$ cat src/rtl/reglk_pkg.sv
// Shared types and constants for the register-lock access controller.
package reglk_pkg;

   localparam int DEF_NB_WORDS   = 6;
   localparam int DEF_DATA_WIDTH = 32;
   localparam int DEF_ADDR_WIDTH = 8;
   localparam int IDX_WIDTH      = 5;

   typedef enum logic [1:0] {
      INIT,
      ARB,
      ISSUE,
      RESP
   } state_e;

   typedef enum logic {
      OWN_CPU,
      OWN_DBG
   } owner_e;

   // Lock words are 8 bytes apart, so the word index is the byte address above bit 2.
   function automatic logic [IDX_WIDTH-1:0] word_idx(input logic [DEF_ADDR_WIDTH-1:0] addr);
      return addr[7:3];
   endfunction

endpackage

$ cat src/rtl/reglk_rr_arb.sv
// Two-way round-robin arbiter; bit 0 is the CPU, bit 1 is the debug requester.
module reglk_rr_arb (
   input  logic       clk_i,
   input  logic       rst_ni,
   input  logic [1:0] req_i,
   input  logic       advance_i,
   output logic [1:0] gnt_o
);

   logic ptr_q;
   logic ptr_d;

   // Pick the winner and, on advance, point the priority at the loser.
   always_comb begin
      gnt_o = req_i;
      if (req_i == 2'b11) begin
         gnt_o = ptr_q ? 2'b10 : 2'b01;
      end
      ptr_d = ptr_q;
      if (advance_i && (gnt_o != 2'b00)) begin
         ptr_d = gnt_o[0];
      end
   end

   // Priority pointer starts at the CPU.
   always_ff @(posedge clk_i or negedge rst_ni) begin
      if (!rst_ni) begin
         ptr_q <= 1'b0;
      end else begin
         ptr_q <= ptr_d;
      end
   end

endmodule

$ cat src/rtl/reglk_access_ctrl.sv
// Register-lock access controller: boot programming, CPU/debug arbitration and sticky lockdown.
module reglk_access_ctrl
   import reglk_pkg::*;
#(
   parameter int NB_WORDS   = DEF_NB_WORDS,
   parameter int DATA_WIDTH = DEF_DATA_WIDTH,
   parameter int ADDR_WIDTH = DEF_ADDR_WIDTH
) (
   input  logic                           clk_i,
   input  logic                           rst_ni,
   input  logic [NB_WORDS*DATA_WIDTH-1:0] init_val_i,
   input  logic                           cpu_req_i,
   input  logic                           cpu_we_i,
   input  logic [ADDR_WIDTH-1:0]          cpu_addr_i,
   input  logic [DATA_WIDTH-1:0]          cpu_wdata_i,
   output logic                           cpu_gnt_o,
   output logic                           cpu_rvalid_o,
   output logic [DATA_WIDTH-1:0]          cpu_rdata_o,
   output logic                           cpu_err_o,
   input  logic                           dbg_req_i,
   input  logic                           dbg_we_i,
   input  logic [ADDR_WIDTH-1:0]          dbg_addr_i,
   input  logic [DATA_WIDTH-1:0]          dbg_wdata_i,
   output logic                           dbg_gnt_o,
   output logic                           dbg_rvalid_o,
   output logic [DATA_WIDTH-1:0]          dbg_rdata_o,
   output logic                           dbg_err_o,
   input  logic                           jtag_unlock_i,
   input  logic                           lockdown_i,
   output logic                           reg_en_o,
   output logic                           reg_we_o,
   output logic [ADDR_WIDTH-1:0]          reg_addr_o,
   output logic [DATA_WIDTH-1:0]          reg_wdata_o,
   input  logic [DATA_WIDTH-1:0]          reg_rdata_i,
   output logic                           init_done_o,
   output logic                           locked_o
);

   state_e                 state_q, state_d;
   owner_e                 owner_q, owner_d;
   logic [IDX_WIDTH-1:0]   init_cnt_q, init_cnt_d;
   logic                   init_done_q, init_done_d;
   logic                   locked_q, locked_d;
   logic                   we_lat_q, we_lat_d;
   logic [ADDR_WIDTH-1:0]  addr_lat_q, addr_lat_d;
   logic [DATA_WIDTH-1:0]  wdata_lat_q, wdata_lat_d;
   logic                   acc_valid_q, acc_valid_d;
   logic                   cpu_gnt_q, cpu_gnt_d, dbg_gnt_q, dbg_gnt_d;
   logic                   cpu_rvalid_q, cpu_rvalid_d, dbg_rvalid_q, dbg_rvalid_d;
   logic [DATA_WIDTH-1:0]  cpu_rdata_q, cpu_rdata_d, dbg_rdata_q, dbg_rdata_d;
   logic                   cpu_err_q, cpu_err_d, dbg_err_q, dbg_err_d;
   logic                   reg_en_q, reg_en_d, reg_we_q, reg_we_d;
   logic [ADDR_WIDTH-1:0]  reg_addr_q, reg_addr_d;
   logic [DATA_WIDTH-1:0]  reg_wdata_q, reg_wdata_d;
   logic [1:0]             arb_req;
   logic [1:0]             arb_gnt;
   logic                   arb_adv;
   logic                   access_ok;
   logic [DATA_WIDTH-1:0]  resp_data;
   logic                   resp_err;

   assign arb_req = {dbg_req_i & jtag_unlock_i, cpu_req_i};

   reglk_rr_arb u_arb (
      .clk_i     (clk_i),
      .rst_ni    (rst_ni),
      .req_i     (arb_req),
      .advance_i (arb_adv),
      .gnt_o     (arb_gnt)
   );

   // Next-state logic for the sequencer; every output is computed here and registered below.
   always_comb begin
      state_d      = state_q;
      owner_d      = owner_q;
      init_cnt_d   = init_cnt_q;
      init_done_d  = init_done_q | (state_q != INIT);
      locked_d     = locked_q | lockdown_i;
      we_lat_d     = we_lat_q;
      addr_lat_d   = addr_lat_q;
      wdata_lat_d  = wdata_lat_q;
      acc_valid_d  = acc_valid_q;
      cpu_gnt_d    = 1'b0;
      dbg_gnt_d    = 1'b0;
      cpu_rvalid_d = 1'b0;
      dbg_rvalid_d = 1'b0;
      cpu_rdata_d  = '0;
      dbg_rdata_d  = '0;
      cpu_err_d    = 1'b0;
      dbg_err_d    = 1'b0;
      reg_en_d     = 1'b0;
      reg_we_d     = 1'b0;
      reg_addr_d   = '0;
      reg_wdata_d  = '0;
      arb_adv      = 1'b0;
      access_ok    = 1'b0;
      resp_data    = '0;
      resp_err     = 1'b0;

      case (state_q)
         INIT: begin
            reg_en_d    = 1'b1;
            reg_we_d    = 1'b1;
            reg_addr_d  = ADDR_WIDTH'({init_cnt_q, 3'b000});
            reg_wdata_d = init_val_i[init_cnt_q*DATA_WIDTH +: DATA_WIDTH];
            if (init_cnt_q == IDX_WIDTH'(NB_WORDS - 1)) begin
               state_d = ARB;
            end else begin
               init_cnt_d = init_cnt_q + 1'b1;
            end
         end
         ARB: begin
            arb_adv = 1'b1;
            if (arb_gnt[0]) begin
               cpu_gnt_d   = 1'b1;
               owner_d     = OWN_CPU;
               we_lat_d    = cpu_we_i;
               addr_lat_d  = cpu_addr_i;
               wdata_lat_d = cpu_wdata_i;
               state_d     = ISSUE;
            end else if (arb_gnt[1]) begin
               dbg_gnt_d   = 1'b1;
               owner_d     = OWN_DBG;
               we_lat_d    = dbg_we_i;
               addr_lat_d  = dbg_addr_i;
               wdata_lat_d = dbg_wdata_i;
               state_d     = ISSUE;
            end
         end
         ISSUE: begin
            // A lockdown arriving in the grant cycle already blocks this write.
            access_ok = (word_idx(addr_lat_q) < IDX_WIDTH'(NB_WORDS)) && !(we_lat_q && locked_d);
            acc_valid_d = access_ok;
            if (access_ok) begin
               reg_en_d    = 1'b1;
               reg_we_d    = we_lat_q;
               reg_addr_d  = addr_lat_q;
               reg_wdata_d = wdata_lat_q;
            end
            state_d = RESP;
         end
         RESP: begin
            resp_data = (acc_valid_q && !we_lat_q) ? reg_rdata_i : '0;
            resp_err  = !acc_valid_q;
            if (owner_q == OWN_CPU) begin
               cpu_rvalid_d = 1'b1;
               cpu_rdata_d  = resp_data;
               cpu_err_d    = resp_err;
            end else begin
               dbg_rvalid_d = 1'b1;
               dbg_rdata_d  = resp_data;
               dbg_err_d    = resp_err;
            end
            state_d = ARB;
         end
         default: begin
            state_d = INIT;
         end
      endcase
   end

   // State, latches and registered outputs; reset restarts boot programming.
   always_ff @(posedge clk_i or negedge rst_ni) begin
      if (!rst_ni) begin
         state_q      <= INIT;
         owner_q      <= OWN_CPU;
         init_cnt_q   <= '0;
         init_done_q  <= 1'b0;
         locked_q     <= 1'b0;
         we_lat_q     <= 1'b0;
         addr_lat_q   <= '0;
         wdata_lat_q  <= '0;
         acc_valid_q  <= 1'b0;
         cpu_gnt_q    <= 1'b0;
         dbg_gnt_q    <= 1'b0;
         cpu_rvalid_q <= 1'b0;
         dbg_rvalid_q <= 1'b0;
         cpu_rdata_q  <= '0;
         dbg_rdata_q  <= '0;
         cpu_err_q    <= 1'b0;
         dbg_err_q    <= 1'b0;
         reg_en_q     <= 1'b0;
         reg_we_q     <= 1'b0;
         reg_addr_q   <= '0;
         reg_wdata_q  <= '0;
      end else begin
         state_q      <= state_d;
         owner_q      <= owner_d;
         init_cnt_q   <= init_cnt_d;
         init_done_q  <= init_done_d;
         locked_q     <= locked_d;
         we_lat_q     <= we_lat_d;
         addr_lat_q   <= addr_lat_d;
         wdata_lat_q  <= wdata_lat_d;
         acc_valid_q  <= acc_valid_d;
         cpu_gnt_q    <= cpu_gnt_d;
         dbg_gnt_q    <= dbg_gnt_d;
         cpu_rvalid_q <= cpu_rvalid_d;
         dbg_rvalid_q <= dbg_rvalid_d;
         cpu_rdata_q  <= cpu_rdata_d;
         dbg_rdata_q  <= dbg_rdata_d;
         cpu_err_q    <= cpu_err_d;
         dbg_err_q    <= dbg_err_d;
         reg_en_q     <= reg_en_d;
         reg_we_q     <= reg_we_d;
         reg_addr_q   <= reg_addr_d;
         reg_wdata_q  <= reg_wdata_d;
      end
   end

   assign cpu_gnt_o    = cpu_gnt_q;
   assign dbg_gnt_o    = dbg_gnt_q;
   assign cpu_rvalid_o = cpu_rvalid_q;
   assign dbg_rvalid_o = dbg_rvalid_q;
   assign cpu_rdata_o  = cpu_rdata_q;
   assign dbg_rdata_o  = dbg_rdata_q;
   assign cpu_err_o    = cpu_err_q;
   assign dbg_err_o    = dbg_err_q;
   assign reg_en_o     = reg_en_q;
   assign reg_we_o     = reg_we_q;
   assign reg_addr_o   = reg_addr_q;
   assign reg_wdata_o  = reg_wdata_q;
   assign init_done_o  = init_done_q;
   assign locked_o     = locked_q;

endmodule

$ cat config.mk
export PLATFORM = sky130hd
export DESIGN_NAME = reglk_access_ctrl
export DESIGN_NICKNAME = d
export VERILOG_FILES = /design/src/rtl/reglk_pkg.sv /design/src/rtl/reglk_rr_arb.sv /design/src/rtl/reglk_access_ctrl.sv
export SDC_FILE = /design/constraint.sdc
export NUM_CORES = 1
export LEC_CHECK = 0
export BUFFER_PORTS_ARGS = -buffer_cell sky130_fd_sc_hd__buf_2
export CELL_PAD_IN_SITES_DETAIL_PLACEMENT = 1
export CELL_PAD_IN_SITES_GLOBAL_PLACEMENT = 1
export CORE_AREA = 2 2 164 166
export DETAILED_ROUTE_END_ITERATION = 8
export DIE_AREA = 0 0 166 168
export PLACE_DENSITY_LB_ADDON = 0.1
export SETUP_SLACK_MARGIN = 0.02
export SLEW_MARGIN = 20
export SYNTH_ARGS = -nofsm -noshare
export SYNTH_HDL_FRONTEND = slang
export SYNTH_HIERARCHICAL = 1
export SYNTH_SLANG_ARGS = --single-unit
$ cat constraint.sdc
create_clock -name clk_i -period 1.8 [get_ports clk_i]
set_input_delay 0.09 -clock clk_i [delete_from_list [all_inputs] [get_ports clk_i]]
set_output_delay 0.09 -clock clk_i [all_outputs]
set_load 0.05 [all_outputs]
==> results of run 1 <==
-- how the worst max path moves through the flow --
stage,from,cells past startpoint,to
global route,state_q[0]$_DFFE_PN0P_,6,reg_wdata_o[10]$_DFF_PN0_
floorplan,state_q[0]$_DFFE_PN0P_,7,reg_wdata_o[19]$_DFF_PN0_
detailed placement,state_q[0]$_DFFE_PN0P_,6,reg_wdata_o[17]$_DFF_PN0_
finish,state_q[0]$_DFFE_PN0P_,6,reg_wdata_o[10]$_DFF_PN0_
CTS,state_q[0]$_DFFE_PN0P_,7,reg_wdata_o[12]$_DFF_PN0_
global placement,state_q[0]$_DFFE_PN0P_,4,dbg_rdata_o[29]$_DFF_PN0_
-- Yosys cell counts (3+ instances only) --
cell type | number | area [um^2]
dfrtp_1 | 165 | 4129
nand2_1 | 78 | 292.8
mux2i_1 | 75 | 750.7
and2_1 | 71 | 444.2
o21ai_0 | 44 | 220.2
inv_1 | 41 | 153.9
mux4_2 | 32 | 720.7
o221ai_2 | 30 | 450.4
buf_2 | 21 | 105.1
clkbuf_1 | 14 | 52.55
nor2_1 | 8 | 30.03
ha_1 | 7 | 87.58
nand2b_1 | 4 | 25.02
buf_1 | 3 | 11.26
buf_6 | 3 | 33.78
nand4_1 | 3 | 18.77
-- through the flow --
step	util	hold slack, ps
finish	0.4840	-4.530
global route	0.4839	5.335
CTS	0.4750	1.987
detailed placement	0.3992	-28.58
global placement	0.3992	-28.28
floorplan	-	-205.6
-- registers in the layout (all words and copies together) (netlist names), 2 cells and up --
signal and flops:
reg_addr_o 8, dbg_rdata_o 32, cpu_rdata_o 32, init_cnt_q 5, state_q 2, wdata_lat_q 32, reg_wdata_o 32, addr_lat_q 8
-- tightest hold or removal path: stages --
cell and delay, ps:
buf_2 80, mux2i_1 70, o21ai_0 160
-- power by group through the flow --
stage	Combinational, uW	Sequential (uW)	Clock [uW]
after floorplan	3340	6700	0
after global placement	7330	5200	0
after detailed placement	7390	5220	0
after CTS	7690	5160	3990
after global routing	8590	5290	4130
final	7960	5160	3860
-- what timing repair did --
item | 4_1_cts | 5_1_grt
resized for setup | 3 | 13
hold endpoints to repair | 282 | 2
pin swaps | 0 | 19
gates cloned | 1 | 3
hold buffers | 133 | 2
endpoints found under the setup margin | 64 | 31
buffers inserted | 0 | 7
-- routing by layer --
metal  vias up  routed length [um]  global-route usage
met5         -                  13                   0
met4         2                 612             0.06465
met3        35                1803             0.04960
met2       284               15810              0.3899
met1      3463               11570              0.2441
li1       3332                   -                   -
-- layout make-up --
type,count,area [um^2],area share
Timing Repair Buffer,602,4063,0.3186
Inverter,41,153.9,0.01207
Multi-Input combinational cell,377,3339,0.2618
Antenna cell,3,7.507,0.0005886
Sequential cell,165,4134,0.3241
Clock inverter,15,203.9,0.01599
Clock buffer,17,425.4,0.03336
Tap cell,341,426.7,0.03345
-- logic make-up after synthesis --
group                    after synthesis  share of synthesized area
buffers and inverters                 83                    0.04709
multiplexers                         108                     0.1917
XOR/XNOR                               2                   0.002266
AO/OA/AOI/OAI                         89                     0.1010
adder cells (fa/ha/maj)                7                    0.01133
flip-flops                           165                     0.5340
AND/OR/NAND/NOR                      171                     0.1126
==> out/metrics.cfg, run 1 <==
[synth]
synth_seq_cells=165
ys.flop_type=dfrtp_1
async_flop_share=1.000
ys_types=37
synth-edff-count=0
netlist_instances=625
syn-num-nets=944
yosysSeqAreaShare=0.5340
avgSynthCellArea_um2=12.37
netlist_area_um2=7732
ys_warn_count=6

[global_route]
globalRouteOverflowTotal=0
grt_util_all_layers=0.2117
grt_pass1_vias=7954
grt_max_degree=62
grt_pass1_wl_um=45300
antenna_found_initial=4

[setup_path]
cp_slowest_stage_delay_ps=590
end_kind=register
worstPathRequired_ps=2140
r2r_cells=6
crit_buf_inv=2
regToRegSetupSlack_ps=40
worstReg2RegEnd=reg_wdata_o[10]$_DFF_PN0_
cp_max_fo=7
slowest_stage=or4_4
critPathArrivalTime_ps=2100
critPathTopFamily=simple AND/OR/NAND/NOR gates
crit_path_start_kind=register
path_cells=inv_2 > ha_4 > nand2_4 > or4_4 > clkbuf_16 > o221ai_2
r2r_start=state_q[0]$_DFFE_PN0P_
critPathKind=register to register

[power_and_ir_drop]
power_density_nw_per_um2=1332
p_int_uw=9926
vdd_drop_max_mv=0.7294
swShare=0.4156
switchingPower_uw=7058
comb_power_share=0.469
leakage_uw=0.006671
p_clk_frac=0.227
p_total_uw=16980
seqPwrFrac=0.304

[clock_tree]
clk_path_buf_depth=2
cts_tree=done
cts.sinks=165
clock-root-buffer=clkbuf_16
clock_latency_ps=430
path_clk_slew_ps=80
cts_inserted_buffers=17
h-tree-depth=4

[routing]
via_per_inst=4.559
wl_per_cell_um=19.10
drt_iter0_markers=307
via_count=7116
drt_wl_total_um=29810
drt_pass1_iterations=4
ant_nets=0
drc_errors=0

[cells_and_area]
stdcell_area_um2=12750
final_layout_size_suffix_gt1_frac=0.4749
layout.cells.non_filler=1561
mostFrequentLayoutCells=424 x buf_2, 163 x dfrtp_1, 135 x dlygate4sd3_1
mostFrequentLayoutCell=buf_2
num-fill-cells=2947
syn_to_final_growth_pct=64.94
final_nets=1523

[timing]
tightest_slew_ps=605.7
setup_slack_ps=36.83
slew_headroom=0.5846
fmax_ghz=0.5672
finalSetupTns_ps=0
skew_ps=11.63
period_needed_ps=1763
fin_crit_sh=0.9795
finalSetupViolations=0
slew_violations=0
hold_viol_final=2
rsz0062_at_grt=yes
timing.hold.ws_ps=-4.530

[place]
dpl_worst_slack_ps=-65.91
io_buffers=425
dp_hpwl_um=21240
dp_cells=1380
post_dp_cell_area_um2=10520
gpl.final_weighted_congestion=0.7509

[floorplanning]
die_w_um=166
dieArea_um2=27890
ios=426
initial_core_util=0.2934
core_area_um2=26350
rows=60
die_y_um=168

[worst_hold_path]
hp-class=primary input to register
holdCritStartpoint=dbg_wdata_i[16]
hold-path-cell-count=3
holdPathEnd=wdata_lat_q[16]$_DFFE_PN0P_

[run]
cap_violations=0

[outcome]
outcome=finished, violations left
violations=negative hold slack

Power figures use the tool's default switching activity.
==> inputs of run 2 (changes only) <==
CELL_PAD_IN_SITES_DETAIL_PLACEMENT = 0   (was 1)
==> out/metrics.cfg, run 2 (same netlist as run 1, synthesis figures left out) <==
[outcome]
outcome=completed

[timing]
hold_viol_final=0  ; -2
skew_ps=12.99  ; +1.363 ps
period_needed_ps=1781  ; +17.84 ps
fin_crit_sh=0.9894  ; +0.009910
slew_headroom=0.6131  ; +0.02846
finalSetupViolations=0  ; unchanged
slew_violations=0  ; unchanged
rsz0062_at_grt=yes
tightest_slew_ps=579.0  ; -26.73 ps
fmax_ghz=0.5615  ; -1.0%
finalSetupTns_ps=0  ; unchanged

[place]
dp_cells=1380  ; unchanged
dp_hpwl_um=20230  ; -4.8%
gpl.final_weighted_congestion=0.7509  ; unchanged
io_buffers=425  ; unchanged

[clock_tree]
cts.sinks=165  ; unchanged
cts_tree=done
h-tree-depth=4  ; unchanged
clock-root-buffer=clkbuf_16
clk_path_buf_depth=2  ; unchanged
clock_latency_ps=420  ; about the same
path_clk_slew_ps=80  ; about the same
cts_inserted_buffers=17  ; unchanged

[power_and_ir_drop]
leakage_uw=0.006611  ; -0.90%
power_density_nw_per_um2=1314  ; -1.3%
vdd_drop_max_mv=0.7909  ; +8.4%

[cells_and_area]
register_area_um2=4134  ; unchanged
final_nets=1513  ; -0.66%
mostFrequentLayoutCell=buf_2
num-fill-cells=2512  ; -15%
layout.cells.non_filler=1550  ; -0.70%
final_layout_size_suffix_gt1_frac=0.4756  ; +0.0006209
mostFrequentLayoutCells=424 x buf_2, 163 x dfrtp_1, 128 x dlygate4sd3_1
multi_input_area_um2=3339  ; unchanged
syn_to_final_growth_pct=63.07

[global_route]
globalRouteOverflowTotal=0  ; unchanged
grt_pass1_wl_um=41640  ; -8.1%
grt_util_all_layers=0.1946  ; -0.01712
antenna_found_initial=3  ; -1
grt_pass1_vias=7365  ; -7.4%
grt_max_degree=62  ; unchanged

[setup_path]
critPathArrivalTime_ps=2110  ; about the same
cp_max_fo=7  ; unchanged
crit_path_start_kind=register
critPathKind=register to register
end_kind=register
worstPathRequired_ps=2130  ; about the same

[floorplanning]
initial_core_util=0.2934  ; unchanged
rows=60  ; unchanged
dieArea_um2=27890  ; unchanged
core_area_um2=26350  ; unchanged
die_y_um=168  ; unchanged
ios=426  ; unchanged
die_w_um=166  ; unchanged

[routing]
via_per_inst=4.457  ; -2.2%
ant_nets=0  ; unchanged
via_count=6908  ; -2.9%
drc_errors=0  ; unchanged
wl_per_cell_um=17.67  ; -7.5%
drt_pass1_iterations=4  ; unchanged
drt_iter0_markers=313  ; +2.0%
drt_wl_total_um=27390  ; -8.1%

[worst_hold_path]
hp-class=primary input to register

[run]
cap_violations=0  ; unchanged

[run 2: worst max-delay path, stage by stage (launching register included)]
cell and delay, ps:
dfrtp_1 420, inv_2 100, ha_4 150, nand2_4 50, or4_4 630, clkbuf_16 220, o221ai_2 130
[run 2: worst paths after layout]
kind                                               end  slack, ps                   start  cells past startpoint
max                          reg_wdata_o[19]$_DFF_PN0_         20  state_q[1]$_DFFE_PN0P_                      6
min                        wdata_lat_q[30]$_DFFE_PN0P_          3         cpu_wdata_i[30]                      3
max reg2reg                  reg_wdata_o[19]$_DFF_PN0_         20  state_q[1]$_DFFE_PN0P_                      6
min reg2reg                      init_done_o$_DFF_PN0_        470   init_done_o$_DFF_PN0_                      1
max in group asynchronous    reg_wdata_o[27]$_DFF_PN0_       1000                  rst_ni                      3
min in group asynchronous    cpu_rdata_o[13]$_DFF_PN0_         90                  rst_ni                      2
[run 2: where the power goes]
group,internal [uW],switching [uW],total (uW)
registers,4690,450,5140
logic,3080,4650,7730
clock network,1990,1710,3700
total,9760,6810,16600
[run 2: layout make-up]
type,instances,share of cell area
clock buffers,17,0.03374
multi-input cells,377,0.2648
diodes,2,0.0003969
repair buffers,592,0.3129
flip-flops and latches,165,0.3278
inverters,41,0.01220
clock inverters,15,0.01429
well taps,341,0.03384
[run 2: repair_timing]
item,in CTS,in global routing
pin swaps,0,32
cloned,1,2
setup buffers,0,4
endpoints found under the hold margin,281,0
gates resized for setup,3,14
hold buffers,129,0
endpoints found under the setup margin,64,30
[run 2: per-stage QoR]
stage                     area [um^2]  total power, uW  setup WS [ps]  utilization  hold slack [ps]
final                           12610            16570          18.99       0.4785            3.394
after global routing            12610            17630         -28.05       0.4784            1.149
after CTS                       12450            16630          46.39       0.4726           0.2700
after detailed placement        10520            12550         -73.77       0.3992           -30.12
after global placement          10520            12530         -46.89       0.3992           -28.28
after floorplan                  7732            10040          121.0            -           -205.6
[run 2: per-layer routing]
layer / vias up / wire, um / global-route usage
li1: 3313 / - / -
met1: 3310 / 10980 / 0.2350
met2: 271 / 14430 / 0.3545
met3: 14 / 1721 / 0.04631
met4: 0 / 254 / 0.03970
met5: - / 0 / 0
==> inputs of run 3 (changes only) <==
PLACE_DENSITY = 0.79   (was default)
PLACE_DENSITY_LB_ADDON = default   (was 0.1)
==> out/metrics.cfg, run 3 (same netlist as run 1, synthesis figures left out) <==
[clock_tree]
clk_path_buf_depth=2  ; unchanged
h-tree-depth=4  ; unchanged
cts.sinks=165  ; unchanged
cts_inserted_buffers=17  ; unchanged
clock_latency_ps=430  ; about the same
cts_tree=done
clock-root-buffer=clkbuf_16
path_clk_slew_ps=70  ; about the same

[timing]
rsz0062_at_grt=yes
tightest_slew_ps=371.4  ; -207.6 ps
skew_ps=15.66  ; +2.664 ps
slew_headroom=0.7453  ; +0.1322
hold_viol_final=0  ; unchanged
fin_crit_sh=1.003  ; +0.01324
setup_slack_ps=-4.839  ; -23.83 ps
period_needed_ps=1805  ; +23.83 ps
finalSetupViolations=1  ; +1
slew_violations=0  ; unchanged
fmax_ghz=0.5541  ; -1.3%

[floorplanning]
initial_core_util=0.2934  ; unchanged
ios=426  ; unchanged
die_y_um=168  ; unchanged
core_area_um2=26350  ; unchanged
die_w_um=166  ; unchanged
rows=60  ; unchanged
dieArea_um2=27890  ; unchanged

[routing]
wl_per_cell_um=17.76  ; +0.52%
via_count=7133  ; +3.3%
via_per_inst=4.492  ; +0.79%
drc_errors=0  ; unchanged
drt_iter0_markers=382  ; +22%
drt_wl_total_um=28210  ; +3.0%
ant_nets=0  ; unchanged
drt_pass1_iterations=4  ; unchanged

[global_route]
grt_util_all_layers=0.1986  ; +0.003975
globalRouteOverflowTotal=0  ; unchanged
grt_pass1_vias=7772  ; +5.5%
grt_max_degree=61  ; -1.6%
grt_pass1_wl_um=42520  ; +2.1%
antenna_found_initial=5  ; +2

[setup_path]
end_kind=register
worstPathRequired_ps=2130  ; about the same
crit_path_start_kind=register
cp_max_fo=6  ; -1
critPathArrivalTime_ps=2140  ; +30 ps
regToRegSetupSlack_ps=-5  ; -20 ps
critPathKind=register to register

[worst_hold_path]
hp-class=primary input to register

[cells_and_area]
final_layout_size_suffix_gt1_frac=0.4629  ; -0.01266
syn_to_final_growth_pct=68.14
post-route-util=0.4934  ; +0.01486
mostFrequentLayoutCells=424 x buf_2, 163 x dfrtp_1, 158 x dlygate4sd3_1
mostFrequentLayoutCell=buf_2
final_nets=1546  ; +2.2%

[power_and_ir_drop]
vdd_drop_max_mv=0.5814  ; -26%
p_total_uw=16690  ; +0.73%
power_density_nw_per_um2=1284  ; -2.3%
leakage_uw=0.006774  ; +2.5%

[place]
gpl.final_weighted_congestion=0.8359  ; +11%
dpl_worst_slack_ps=-8.478  ; +65.29 ps
io_buffers=425  ; unchanged
dp_hpwl_um=20290  ; +0.30%

[outcome]
violations=negative setup slack
outcome=finished, violations left

[run]
cap_violations=0  ; unchanged

==> run 3: changes by cell type in the layout (fill, tap and decap cells not counted), moves of 3 or more <==
cell           before  now
buf_4              20   23
clkinv_8            3    7
diode_2             2    7
dlygate4sd3_1     128  158
inv_6               5    2
o221ai_2           30   26
o221ai_4            2    6
==> run 3: layout make-up <==
type | instances | area [um^2]
timing repair buffer | 625 | 4275
multi-input combinational | 377 | 3369
sequential | 165 | 4134
antenna | 7 | 17.52
clock inverter | 15 | 198.9
clock buffer | 17 | 425.4
inverter | 41 | 153.9
fill | 2426 | 13350
tap | 341 | 426.7
==> run 3: metrics by stage <==
stage | std cells | hold WS [ps] | area, um^2 | setup TNS, ps
floorplan | 625 | -205.6 | 7732 | 0
global placement | 1383 | -3.102 | 10530 | 0
detailed placement | 1383 | 0.4741 | 10530 | -19.94
CTS | 1576 | 0.7155 | 12790 | 0
global route | 1585 | 15.18 | 12990 | -1276
finish | 1588 | 13.17 | 13000 | -4.839
==> run 3: where the power goes <==
| part | total [uW] | switching (uW) | internal [uW] |
|---|---|---|---|
| Sequential | 5140 | 456 | 4690 |
| Combinational | 7790 | 4650 | 3140 |
| Clock | 3750 | 1850 | 1910 |
==> run 3: metal layers <==
metal,vias up,GRT usage,routed length (um)
li1,3388,-,-
met1,3377,0.2252,10910
met2,320,0.3603,14740
met3,48,0.04490,1721
met4,0,0.08393,832
met5,-,0,0
==> run 3: final timing paths <==
| path | startpoint | cells after the start | to |
|---|---|---|---|
| worst max-delay path | state_q[1]$_DFFE_PN0P_ | 6 | reg_wdata_o[12]$_DFF_PN0_ |
| worst min-delay path | cpu_wdata_i[19] | 3 | wdata_lat_q[19]$_DFFE_PN0P_ |
| worst max register to register | state_q[1]$_DFFE_PN0P_ | 6 | reg_wdata_o[12]$_DFF_PN0_ |
| worst min register to register | init_done_o$_DFF_PN0_ | 1 | init_done_o$_DFF_PN0_ |
| max in group asynchronous | rst_ni | 3 | init_cnt_q[0]$_DFFE_PN0P_ |
| min in group asynchronous | rst_ni | 2 | dbg_rdata_o[0]$_DFF_PN0_ |
==> run 3: repair_timing <==
| item | 4_1_cts | 5_1_grt |
|---|---|---|
| setup buffers | 0 | 2 |
| pin swaps | 0 | 34 |
| hold buffers | 160 | 0 |
| endpoints found under the setup margin | 15 | 16 |
| endpoints found under the hold margin | 295 | 0 |
| cloned | 1 | 3 |
| gates resized for setup | 1 | 19 |
==> run 3: worst max-delay path, stage by stage, from the launching register on <==
cell and delay (ps):
dfrtp_1 390, inv_2 80, ha_4 130, nand2_2 60, or4_4 680, clkbuf_16 230, o221ai_2 140
